===== src/rtl/cplx_sample_fifo.sv =====
// cplx_sample_fifo: first-word-fall-through staging FIFO for I/Q sample pairs
// feeding the MAC control FSM. A coefficient load (PushCoef) flushes all
// buffered samples so stale data never meets new coefficients.
//
// Optional feature macro: CPLX_FIFO_ERR_FLAGS_EN (sticky overflow/underflow
// flags cleared by ClearErr). When undefined the flags are tied low.
//
// Ports:
//   Clk, Reset          clock (rising edge), async active-high reset
//   PushIn              write strobe, DataInI/DataInQ sample pair
//   PushCoef            synchronous flush (highest priority)
//   fifo_PullOut        pop strobe from the MAC FSM
//   DataOutI/DataOutQ   head entry (valid while fifo_empty = 0)
//   fifo_empty/full     decoded from the count register
//   count               number of valid entries
//   ClearErr            clears sticky flags
//   overflow/underflow  sticky error flags
module cplx_sample_fifo #(
  parameter  int unsigned DW    = 16,
  parameter  int unsigned DEPTH = 8,
  localparam int unsigned CW    = $clog2(DEPTH + 1),
  localparam int unsigned PW    = $clog2(DEPTH)
) (
  input  logic          Clk,
  input  logic          Reset,
  input  logic          PushIn,
  input  logic [DW-1:0] DataInI,
  input  logic [DW-1:0] DataInQ,
  input  logic          PushCoef,
  input  logic          fifo_PullOut,
  output logic [DW-1:0] DataOutI,
  output logic [DW-1:0] DataOutQ,
  output logic          fifo_empty,
  output logic          fifo_full,
  output logic [CW-1:0] count,
  input  logic          ClearErr,
  output logic          overflow,
  output logic          underflow
);

  localparam int unsigned EW = 2 * DW;

  logic [EW-1:0] r_mem [DEPTH];
  logic [PW-1:0] r_wr_ptr;
  logic [PW-1:0] r_rd_ptr;
  logic [CW-1:0] r_count;

  logic          w_empty;
  logic          w_full;
  logic          w_pull_acc;
  logic          w_push_acc;
  logic [EW-1:0] w_head;

  // Status decoded purely from the count register
  assign w_empty = (r_count == CW'(0));
  assign w_full  = (r_count == CW'(DEPTH));

  // Push into a full FIFO is allowed when the head is freed the same cycle
  assign w_pull_acc = fifo_PullOut && !w_empty;
  assign w_push_acc = PushIn && (!w_full || w_pull_acc);

  // Pointer and count update; flush wins over push/pull
  always_ff @(posedge Clk or posedge Reset) begin
    if (Reset) begin
      r_wr_ptr <= '0;
      r_rd_ptr <= '0;
      r_count  <= '0;
    end else if (PushCoef) begin
      r_wr_ptr <= '0;
      r_rd_ptr <= '0;
      r_count  <= '0;
    end else begin
      if (w_push_acc) r_wr_ptr <= r_wr_ptr + PW'(1);
      if (w_pull_acc) r_rd_ptr <= r_rd_ptr + PW'(1);
      r_count <= r_count + CW'(w_push_acc) - CW'(w_pull_acc);
    end
  end

  // Sample storage; contents survive a flush, only reset clears them
  always_ff @(posedge Clk or posedge Reset) begin
    if (Reset) begin
      for (int i = 0; i < int'(DEPTH); i++) r_mem[i] <= '0;
    end else if (w_push_acc && !PushCoef) begin
      r_mem[r_wr_ptr] <= {DataInI, DataInQ};
    end
  end

  // First-word-fall-through head
  assign w_head     = r_mem[r_rd_ptr];
  assign DataOutI   = w_head[EW-1:DW];
  assign DataOutQ   = w_head[DW-1:0];
  assign fifo_empty = w_empty;
  assign fifo_full  = w_full;
  assign count      = r_count;

`ifdef CPLX_FIFO_ERR_FLAGS_EN
  logic r_overflow;
  logic r_underflow;
  logic w_ovf_evt;
  logic w_udf_evt;

  // Error events are masked during a flush since push/pull are ignored then
  assign w_ovf_evt = !PushCoef && PushIn && !w_push_acc;
  assign w_udf_evt = !PushCoef && fifo_PullOut && w_empty;

  // Sticky flags; a new event outranks a coincident clear
  always_ff @(posedge Clk or posedge Reset) begin
    if (Reset) begin
      r_overflow  <= 1'b0;
      r_underflow <= 1'b0;
    end else begin
      if (w_ovf_evt)     r_overflow  <= 1'b1;
      else if (ClearErr) r_overflow  <= 1'b0;
      if (w_udf_evt)     r_underflow <= 1'b1;
      else if (ClearErr) r_underflow <= 1'b0;
    end
  end

  assign overflow  = r_overflow;
  assign underflow = r_underflow;
`else
  logic w_unused_clear_err;

  assign w_unused_clear_err = ClearErr;
  assign overflow           = 1'b0;
  assign underflow          = 1'b0;
`endif

endmodule


===== config.mk =====
export PLATFORM = sky130hd
export DESIGN_NAME = cplx_sample_fifo
export DESIGN_NICKNAME = d
export VERILOG_FILES = /design/src/rtl/cplx_sample_fifo.sv
export SDC_FILE = /design/constraint.sdc
export NUM_CORES = 1
export LEC_CHECK = 0
export CORE_ASPECT_RATIO = 0.8
export CORE_MARGIN = 2
export CORE_UTILIZATION = 55
export DETAILED_ROUTE_END_ITERATION = 16
export PLACE_DENSITY = 0.75
export SLEW_MARGIN = 25
export SYNTH_ARGS = -nofsm -noshare
export SYNTH_HDL_FRONTEND = slang
export SYNTH_SLANG_ARGS = --single-unit

===== constraint.sdc =====
create_clock -name Clk -period 29.9 [get_ports Clk]
set_clock_uncertainty 0.1 [all_clocks]
set_input_delay 7.475 -clock Clk [delete_from_list [all_inputs] [get_ports Clk]]
set_output_delay 7.475 -clock Clk [all_outputs]
set_load 0.02 [all_outputs]

* Yosys cells after proc, flatten, opt, wreduce, memory -nomap -nowiden
Index checks and enable logic that the tools add are counted.
Storage, ports and cells: bits in registers 266
Operators by class: add/sub/neg operators 4, $lt $le $gt $ge 3, eq/ne operators 1, multiplexer cells 11, bitwise operators 2, reduce and logical (&&, ||, !) cells 11
Operators by type and width (count):
- $bwmux W256 | 1
- $bmux W32 S3 | 1
- $demux W32 S3 | 1
- $mux W32 | 3
- $mux W3 | 4
- $ge A4 B4 Y1 const B | 2
- $not A3 Y4 | 2
- $add A3 B1 Y3 const B | 2
- $add A4 B1 Y4 | 1
- $eq A4 B4 Y1 const B | 1
- $logic_and A1 B1 Y1 | 4
- $logic_not A4 Y1 | 1
- $lt A4 B1 Y1 const B | 1
- $mux W4 | 1
- $reduce_bool A2 Y1 | 2
- $sub A4 B1 Y4 | 1
- $logic_not A1 Y1 | 3
- $logic_or A1 B1 Y1 | 1

* Logic depth before layout (Yosys ltp)
depth after elaboration 8, mapped depth 13

* Worst setup path before layout
Ideal clock, no wire load.
path kind input to register, start point in fifo_PullOut, end point reg r_count[3] (netlist: count[3]), data arrival time 9221 ps, required time 29675 ps, path slack 20454 ps, cell stages on the path 9, path buffers 0, path through nand2b_1 a21boi_0 inv_1 ha_1 inv_1 ha_1 a21o_1 a21oi_1 mux2_2
Between the ends: cells in the longest elaborated chain, start to end 6
RTL lines:
- start: declaration | RTL line 30 | input logic fifo_PullOut,
- $logic_and A1 B1 Y1 * | RTL line 59 | assign w_pull_acc = fifo_PullOut && !w_empty;
- $logic_or A1 B1 Y1 | RTL line 60 | assign w_push_acc = PushIn && (!w_full || w_pull_acc);
- $logic_and A1 B1 Y1 | RTL line 60
- $add A4 B1 Y4 | RTL line 75 | r_count <= r_count + CW'(w_push_acc) - CW'(w_pull_acc);
- $sub A4 B1 Y4 * | RTL line 75
- $mux W4 * | RTL line 68 | end else if (PushCoef) begin
- end signal: assignment | RTL line 75
- end: declaration | RTL line 46 | logic [CW-1:0] r_count;
Every way passes the cells marked *; elsewhere a longest branch is shown, timed or not. A chain may end at the register's enable or synchronous reset.

* Worst setup path after layout
start point reg r_rd_ptr[0], end point out DataOutQ[3]
Between the ends: cells in the longest elaborated chain, start to end 4
RTL lines:
- start: declaration | RTL line 45 | logic [PW-1:0] r_rd_ptr;
- start signal: assignment | RTL line 74 | if (w_pull_acc) r_rd_ptr <= r_rd_ptr + PW'(1);
- $not A3 Y4 (not written as such) | RTL line 89 | assign w_head = r_mem[r_rd_ptr];
- $bmux W32 S3 | RTL line 89
- $mux W32 (not written as such) (2 in a row) | RTL line 89
- end: declaration | RTL line 32 | output logic [DW-1:0] DataOutQ,
Every way passes these cells. The select of a mux whose other input is x is not followed.

==> summary.md <==
| Metric | Value |
|---|---|
| Postcts setup bufs | `0` |
| CTS max path bufs | `3` |
| WHS | `roughly 0.38 ns` |
| Sequential area share after synthesis | `53.6%` |
| Final WL | `between 20 and 30 mm` |
| Fin crit share | `between 30 and 40%` |
| I/O Buffers | `74` |
| GP Congestion | `between 0.8 and 0.9` |
| Post-layout nets | `~850` |
| First-pass GRT wire length | `42.5 mm` |
| Distinct cell type count after synthesis | `42` |
| Clock Tree Root | `clkbuf_16` |
| Final hold vios | `0` |
| Min Tclk post-route | `between 10 and 15 ns` |
| CP cell instances | `buf_4 -> mux4_2 -> mux2_2 -> clkdlybuf4s50_1` |
| Avg Vias per Cell | `5.95` |
| Number of global-route vias before repair | `about 7,600` |
| Worst-path clk slew | `0.06 ns` |
| Setup TNS | `0 ns` |
| PostCTS Resize Cnt | `0` |
| Worst-Margin Slew | `about 0.8 ns` |
| Buffers and inverters on the worst path | `2` |
| Post-DRT Antenna Nets | `0` |
| Critical Path Fanout Max | `43` |
| Reg2Reg Setup Slack | `26.76 ns` |
| Critical path capture point type | `output port` |
| Pwr dens | `between 90 and 100 mW/mm^2` |
| Diode count | `0` |
| Worst setup path class | `register to output port` |
| H-tree depth | `1` |
| Area of the multi-input gates | `roughly 0.0054 mm^2` |
| TritonCTS clock tree | `yes` |
| Hold Path Stages | `1` |
| CP max-delay cell | `dfrtp_4` |
| Reg2reg path depth | `12` |
| Max-cap violation count | `0` |
| Post-route DRC | `0` |
| Hold-fix buffers, CTS | `0` |
| Synthesized area | `around 0.012 mm^2` |
| Crit path max-delay family | `buffers and inverters` |
| Pleak | `roughly 6.6 nW` |
| CP startpoint kind | `register` |
| Post-detail-place hpwl | `~15 mm` |
| Hold Path End | `r_mem[48]` |
| GRT Total Usage | `between 20% and 30%` |
| Max Slew Vio Count | `0` |
| Rel. slew slack | `approximately 46%` |
| Clock Latency Late Sink | `approximately 0.52 ns` |
| Core area | `between 0.02 and 0.025 mm^2` |
| Seq cells post-synth | `approximately 270` |
| FP Rows | `between 40 and 50` |
| Die Height | `138 um` |
| GR Overflow Total | `0` |
| Area Growth Syn to Fin | `16.2%` |
| VDD IR max | `around 0.000074 V` |
| Largest net degree at the start of global routing | `91` |
| Worst reg2reg path startpoint | `count[2]` |
| Yosys warnings | `0` |
| Cts bufs inserted | `27` |
| Via count | `~6,700` |
| Status | `finished clean` |
| Die ar. | `roughly 0.024 mm^2` |
| Fillcell total | `1,567` |
| Min-delay worst type | `register to register` |
| Post-synthesis average cell area | `16.9 um^2` |
| Routed len/inst | `roughly 23 um` |
| Initial antenna violation count | `1` |
| WP data required | `about 22 ns` |
| Share of cells above drive strength 1 | `between 50 and 60%` |
| Starting Density | `55.7%` |
| RSZ-0062 raised after global routing | `false` |
| Worst Hold Launch | `r_mem[48]` |
| Worst path depth | `4` |
| R2r endpoint | `count[3]` |
| Clock Sinks | `roughly 270` |
| Num ports | `78` |
| PnR Total Power | `between 0.001 and 0.0015 W` |
| Mapped Cells | `734` |
| Setup Viol. Count Final | `0` |
| Worst Path Arrival | `3.53 ns` |
| Fmax | `90.0 MHz` |
| Register area | `between 0.006 and 0.007 mm^2` |
| Width of the die | `roughly 170 um` |
| First-pass detailed-route iteration total | `4` |
| Max incr delay on CP | `0.78 ns` |
| DRC marker count from the first detailed-route iteration | `between 300 and 400` |
## worst max path at each step
stage,startpoint,endpoint,slack (ns)
final,r_rd_ptr[0],DataOutQ[3],18.79
after global routing,r_rd_ptr[0],DataOutQ[3],18.56
after CTS,r_rd_ptr[0],DataOutQ[5],18.68
after global placement,r_rd_ptr[0],DataOutQ[5],19.24
after detailed placement,PushCoef,r_mem[101],19.17
after floorplan,Reset,count[0],15.00
## final cells by class
class	count	area share (%)
Timing Repair Buffer	88	6.16
Sequential cell	266	46.2
Tap cell	306	2.65
Clock buffer	36	5.26
Multi-Input combinational cell	409	37.7
Clock inverter	14	1.65
Inverter	13	0.407
## per-stage QoR
stage	instances	utilization, %	setup WS, ns	instance area [um^2]
4_1_cts	1131	64.6	18.68	14400
6_report	1132	64.7	18.79	14400
3_3_place_gp	1079	59.9	19.24	13400
3_5_place_dp	1081	60.1	19.17	13400
5_1_grt	1132	64.7	18.56	14400
2_1_floorplan	735	-	15.00	12400
## synthesized netlist by cell type
cell | n | area, um^2
or4_1 | 1 | 7.51
inv_4 | 1 | 6.26
nor4bb_1 | 1 | 10.0
buf_2 | 14 | 70.1
mux4_2 | 64 | 1440
inv_1 | 10 | 37.5
o31ai_1 | 1 | 7.51
xnor2_1 | 1 | 8.76
nand2b_1 | 3 | 18.8
o21ai_0 | 3 | 15.0
a2111o_1 | 2 | 22.5
or3_1 | 1 | 6.26
mux2_4 | 60 | 901
o211ai_2 | 1 | 12.5
mux2i_1 | 1 | 10.0
nor2b_1 | 4 | 25.0
inv_2 | 2 | 7.51
o211a_1 | 1 | 10.0
dfrtp_1 | 266 | 6660
or3b_1 | 1 | 8.76
buf_4 | 11 | 82.6
conb_1 | 1 | 3.75
o2111a_1 | 1 | 11.3
buf_6 | 9 | 101
nor3b_1 | 2 | 15.0
buf_1 | 3 | 11.3
a211o_1 | 1 | 8.76
o2111ai_2 | 1 | 15.0
ha_1 | 8 | 100
nand2_1 | 1 | 3.75
a2111oi_4 | 2 | 55.1
o311ai_0 | 1 | 8.76
mux2_2 | 219 | 2470
nand3b_1 | 2 | 15.0
nor2_1 | 5 | 18.8
a21oi_1 | 4 | 20.0
fa_1 | 1 | 20.0
a21o_1 | 1 | 7.51
a21boi_0 | 1 | 7.51
mux2_1 | 11 | 124
nor4b_1 | 1 | 8.76
clkbuf_1 | 10 | 37.5
## layout by cell type (no fill, tap or decap), types with 5 or more instances in the layout
| cell type | instances |
|---|---|
| mux2_4 | 60 |
| inv_1 | 9 |
| bufinv_16 | 6 |
| nor2_1 | 5 |
| mux4_2 | 64 |
| clkbuf_8 | 5 |
| clkbuf_16 | 27 |
| ha_1 | 8 |
| mux2_1 | 11 |
| clkdlybuf4s50_1 | 74 |
| mux2_2 | 219 |
| buf_4 | 9 |
| dfrtp_1 | 263 |
## worst register-to-register path, stage by stage (launching register included)
cell	delay, ns
dfrtp_1	0.34
inv_1	0.08
ha_1	0.20
or3b_1	0.41
inv_4	0.14
a21boi_0	0.46
inv_1	0.09
ha_1	0.29
inv_1	0.04
ha_1	0.20
a21o_1	0.18
a21oi_1	0.15
mux2_2	0.35
## flip-flops by register name, indices dropped and copies added, names as in the netlist
| name | cells |
|---|---|
| r_mem | 256 |
| r_rd_ptr | 3 |
| r_wr_ptr | 3 |
| count | 4 |
## per-layer routing
metal  share of wire, %  vias to the layer above  wire, um  GRT usage [%]
li1                   -                     2893         -              -
met1                 44                     3662     11500           32.5
met2                 51                      138     13200           38.1
met3                3.3                       39       861           3.52
met4                1.5                        2       383           4.07
met5              0.046                        -        12              0
## report_power, final
group	switching, W	leakage, nW	internal (W)
clock network	0.000142	0.481	0.000231
logic	0.000165	2.57	0.000246
registers	0.0000653	3.51	0.000461
total	0.000373	6.56	0.000938
## logic make-up (layout without fill, tap and decap cells)
| kind of cell | Yosys count | after routing | share of synthesized area [%] |
|---|---|---|---|
| XOR/XNOR | 1 | 1 | 0.0705 |
| flip-flops | 266 | 266 | 53.6 |
| buffers and inverters | 60 | 151 | 2.85 |
| multiplexers | 355 | 355 | 39.8 |
| AND/OR/NAND/NOR | 22 | 22 | 1.11 |
| AO/OA/AOI/OAI | 20 | 20 | 1.62 |
| adder cells (fa/ha/maj) | 9 | 9 | 0.967 |
| other | 1 | 2 | 0.0302 |
(Power assumes the default switching activity.)
==> edit 1: new RTL, same flow settings <==
Add a define of `CPLX_FIFO_ERR_FLAGS_EN`.
--- a/src/rtl/cplx_sample_fifo.sv
+++ b/src/rtl/cplx_sample_fifo.sv
@@ -15,6 +15,8 @@
 //   count               number of valid entries
 //   ClearErr            clears sticky flags
 //   overflow/underflow  sticky error flags
+`define CPLX_FIFO_ERR_FLAGS_EN
+
 module cplx_sample_fifo #(
   parameter  int unsigned DW    = 16,
   parameter  int unsigned DEPTH = 8,
Check against the original RTL: not equivalent (a bounded check fails within 4 cycles, from zero or initial values and one cycle with Reset high).
==> edit 1 against the original RTL <==
  * Power shrank 0.98%
  * Synthesized area shrank 1.6%
  * Via count grew 0.53%
  * Critical path depth is the same
  * Combinational power grew 1%
  * Sequential cell count grew 2
  * Design area shrank 1.4%
  * Setup slack gained 6.8 ps
  * Wire length shrank 0.45%
  * Sequential share of layout area grew 0.97 points
  * Hold slack gained 7.6 ps
  * Highest routed layer is now met4
==> edit 1: results (changes against the original RTL) <==
* Post-synthesis sequential area ratio at 0.5488 (+0.01304)
* Clock network latency to the later pin of the worst-skew pair at 530 ps
* Fraction of the mapped netlist area in compound gates at 0.01505 (-0.001163)
* Adder-Cell Fraction of Synth Area at 0.009829 (+0.0001613)
* CP max-delay cell: buf_4
* Vias in the first global route at 7460 (-1.9%)
* Nets at 857 (+0.59%)
* HPWL Detailed at 14910 microns (-2.5%)
* Drt initial violations at 353 (-1.4%)
* Worst vdd ir at 0.05034 mV (-32%)
* GPL Wtd Cong at 0.7613 (-5.4%)
* Global Route met2 Usage at 0.3806 (about the same)
* I/O Buffers at 77 (+4.1%)
* Xor-xnor portion of the synthesized cell area at 0.0007167 (+0.00001176)
* Largest reg by FF count: r_mem
* Worst slack, placed at 19290 ps (+117.0 ps)
* Status: completed
* Fill count at 1530 (-2.4%)
* Initial antenna violation count at 0 (-1)
* First-pass GRT wire length at 41860 microns (-1.6%)
* Initial DRT Pass Iterations at 5 (+1)
* Met3 global-route usage at 0.03217 (-0.003039)
* Wire per inst at 22.87 microns (-0.36%)
* Top cells by count, synth: dfrtp_1, mux2_2, mux4_2, mux2_1, buf_2
* Gr usage total at 0.2326 (+0.004565)
* CTS buffer count at 28 (+3.7%)
* Synth cell types at 38 (-9.5%)
* Post-synthesis mux area share at 0.3869 (-0.01087)
* Layout cells sized above 1 at 0.4669 (-0.03915)
* Worst Max-Slew Pin Slew at 1091 ps (+281.2 ps)
* GR Util met1 at 0.3353 (+0.01075)
* Final hold vios at 0 (unchanged)
* Top post-synthesis cells by area: dfrtp_1, mux2_2, mux4_2, mux2_1, buf_2
* Setup bufs post-CTS at 0 (unchanged)
* Leak at 6.380 nW (-2.8%)
* Largest net degree at the start of global routing at 112 (+23%)
* Vias after detailed routing at 6770 (+0.53%)
[edit 1: cell count changes after synthesis, moves of 9 or more]
| cell | change |
|---|---|
| buf_2 | +10 |
| buf_6 | -9 |
| mux2_1 | +26 |
| mux2_2 | +35 |
| mux2_4 | -60 |
[edit 1: path summary, 6_finish.rpt]
path	start	to	slack (ps)	cells past startpoint
setup / recovery	r_rd_ptr[0]	DataOutQ[2]	18800	4
hold / removal	r_mem[221]	r_mem[221]	390	1
setup reg to reg	count[2]	count[3]	26840	12
hold reg to reg	r_mem[221]	r_mem[221]	390	1
max in group asynchronous	Reset	r_rd_ptr[1]	20920	3
min in group asynchronous	Reset	r_mem[113]	7390	2
[edit 1: kinds of logic after synthesis]
logic type	Yosys count
flip-flops	268
adder cells (fa/ha/maj)	9
multiplexers	356
XOR/XNOR	1
AO/OA/AOI/OAI	20
AND/OR/NAND/NOR	26
buffers and inverters	59
[edit 1: final cells by class]
class	instances	area, sq um	area share
Clock buffer	38	799.5	0.05614
Clock inverter	13	157.7	0.01107
Inverter	13	56.30	0.003954
Multi-Input combinational cell	412	5251	0.3687
Sequential cell	268	6715	0.4715
Tap cell	300	375.4	0.02636
Timing Repair Buffer	87	885.9	0.06220
[edit 1: report_power, final]
part / switching, mW / total (mW) / leakage (nW) / internal (mW)
clock network: 0.143 / 0.356 / 0.459 / 0.213
registers: 0.0618 / 0.526 / 3.53 / 0.464
logic: 0.172 / 0.416 / 2.39 / 0.244
total: 0.376 / 1.30 / 6.38 / 0.921
[edit 1: metrics by stage]
stage | utilization | std cells | instance area (sq um)
final | 0.6569 | 1131 | 14240
after global routing | 0.6569 | 1131 | 14240
after CTS | 0.6543 | 1129 | 14190
after detailed placement | 0.6102 | 1078 | 13230
after global placement | 0.6098 | 1078 | 13220
after floorplan | - | 739 | 12220
[edit 1: metal layers]
metal / wire length (microns) / share of wire
met1: 11870 / 0.46
met5: 0 / 0
met2: 12590 / 0.49
met3: 898 / 0.035
met4: 504 / 0.019
[edit 1: worst max-delay path, delay by kind of cell, from the launching register on]
family                 cells  cell delay (ps)
multiplexers               2              930
flip-flops                 1              700
buffers and inverters      2             1330
==> edit 2: new RTL, config.mk and constraints unchanged <==
Made on the original files. Compare `r_count` against `CW'(DEPTH)` with >= in place of ==.
--- a/src/rtl/cplx_sample_fifo.sv
+++ b/src/rtl/cplx_sample_fifo.sv
@@ -53,7 +53,7 @@
 
   // Status decoded purely from the count register
   assign w_empty = (r_count == CW'(0));
-  assign w_full  = (r_count == CW'(DEPTH));
+  assign w_full  = (r_count >= CW'(DEPTH));
 
   // Push into a full FIFO is allowed when the head is freed the same cycle
   assign w_pull_acc = fifo_PullOut && !w_empty;
Behaviour: no difference found for any inputs over 4 cycles, from zero or initial values and one cycle with Reset high; that may be too few to reach the edited logic, so the function may still have changed.
==> edit 2 against the original RTL <==
  * Power grew 0.99%
  * Die area grew 6.0%
  * Sequential cell count did not move
  * Non-clock buffer count down 6
  * Largest cell class unchanged
  * Synthesized area grew 6.1%
  * Global-route usage shrank 0.70 points
  * Setup slack gained 34 ps
  * Wire length increased by 2.8%
  * Fmax grew 0.31%
  * Largest power group unchanged
  * Design area increased by 3.1%
==> edit 2: results (changes against the original RTL) <==
* Slew HR at 0.2885 (-0.1717)
* Status: completed
* Via density at 5.828 (-2.0%)
* HPWL Detailed at 14630 microns (-4.3%)
* CLK BUF at 40 (+11%)
* Inst Count DP at 1083 (+0.19%)
* Post-synthesis sequential area ratio at 0.5049 (-0.03086)
* Multi-In Gates at 414 (+1.2%)
* Fill count at 1636 (+4.4%)
* Sequential share of cell area at 0.4479 (-0.01394)
* Non-CTS buffers at 82 (-6.8%)
* Hold Path Sink: r_mem[231]
* Syn avg cell area at 17.82 sq um (+5.3%)
* Period utilisation layout at 0.3704 (-0.001140)
* CTS buffer count at 28 (+3.7%)
* Seq cells at 266 (unchanged)
* Die Wd at 177.1 microns (+2.9%)
* Leak at 6.941 nW (+5.8%)
* Logic pwr share at 0.339 (+0.025)
* Nets at 848 (-0.47%)
* Setup crit end: DataOutI[13]
* Fraction of the mapped netlist area in compound gates at 0.005315 (-0.01090)
* Gr usage total at 0.2210 (-0.006975)
* GPL Wtd Cong at 0.7444 (-7.5%)
* Vias in the first global route at 7439 (-2.1%)
* Top post-synthesis cells by area: dfrtp_1, mux2_4, mux4_2, mux2_2, mux2_1
* Synth cell types at 37 (-12%)
## edit 2: changes by cell type after synthesis, sizes merged, moves of 3 or more
cell and change:
nand3 +5, inv -4, o21ai -3, and3b +4, nor2 +4, nand2 +8, buf +11, clkbuf -6
## edit 2: per-stage QoR
stage          utilization  power (mW)  hold WS, ps
6_report            0.6346       1.323        385.4
5_1_grt             0.6346       1.386        398.4
4_1_cts             0.6336       1.334        388.1
3_5_place_dp        0.5910      0.9563        374.9
3_3_place_gp        0.5910      0.9377        362.2
2_1_floorplan            -      0.8145        353.3
## edit 2: metal layers
metal	GRT usage	share of wire	wire (microns)	up-vias
met5	0	0.00041	11	-
met4	0.03610	0.013	344	2
met3	0.03579	0.036	954	26
met2	0.3494	0.48	12800	118
met1	0.3304	0.47	12600	3621
li1	-	-	-	2848
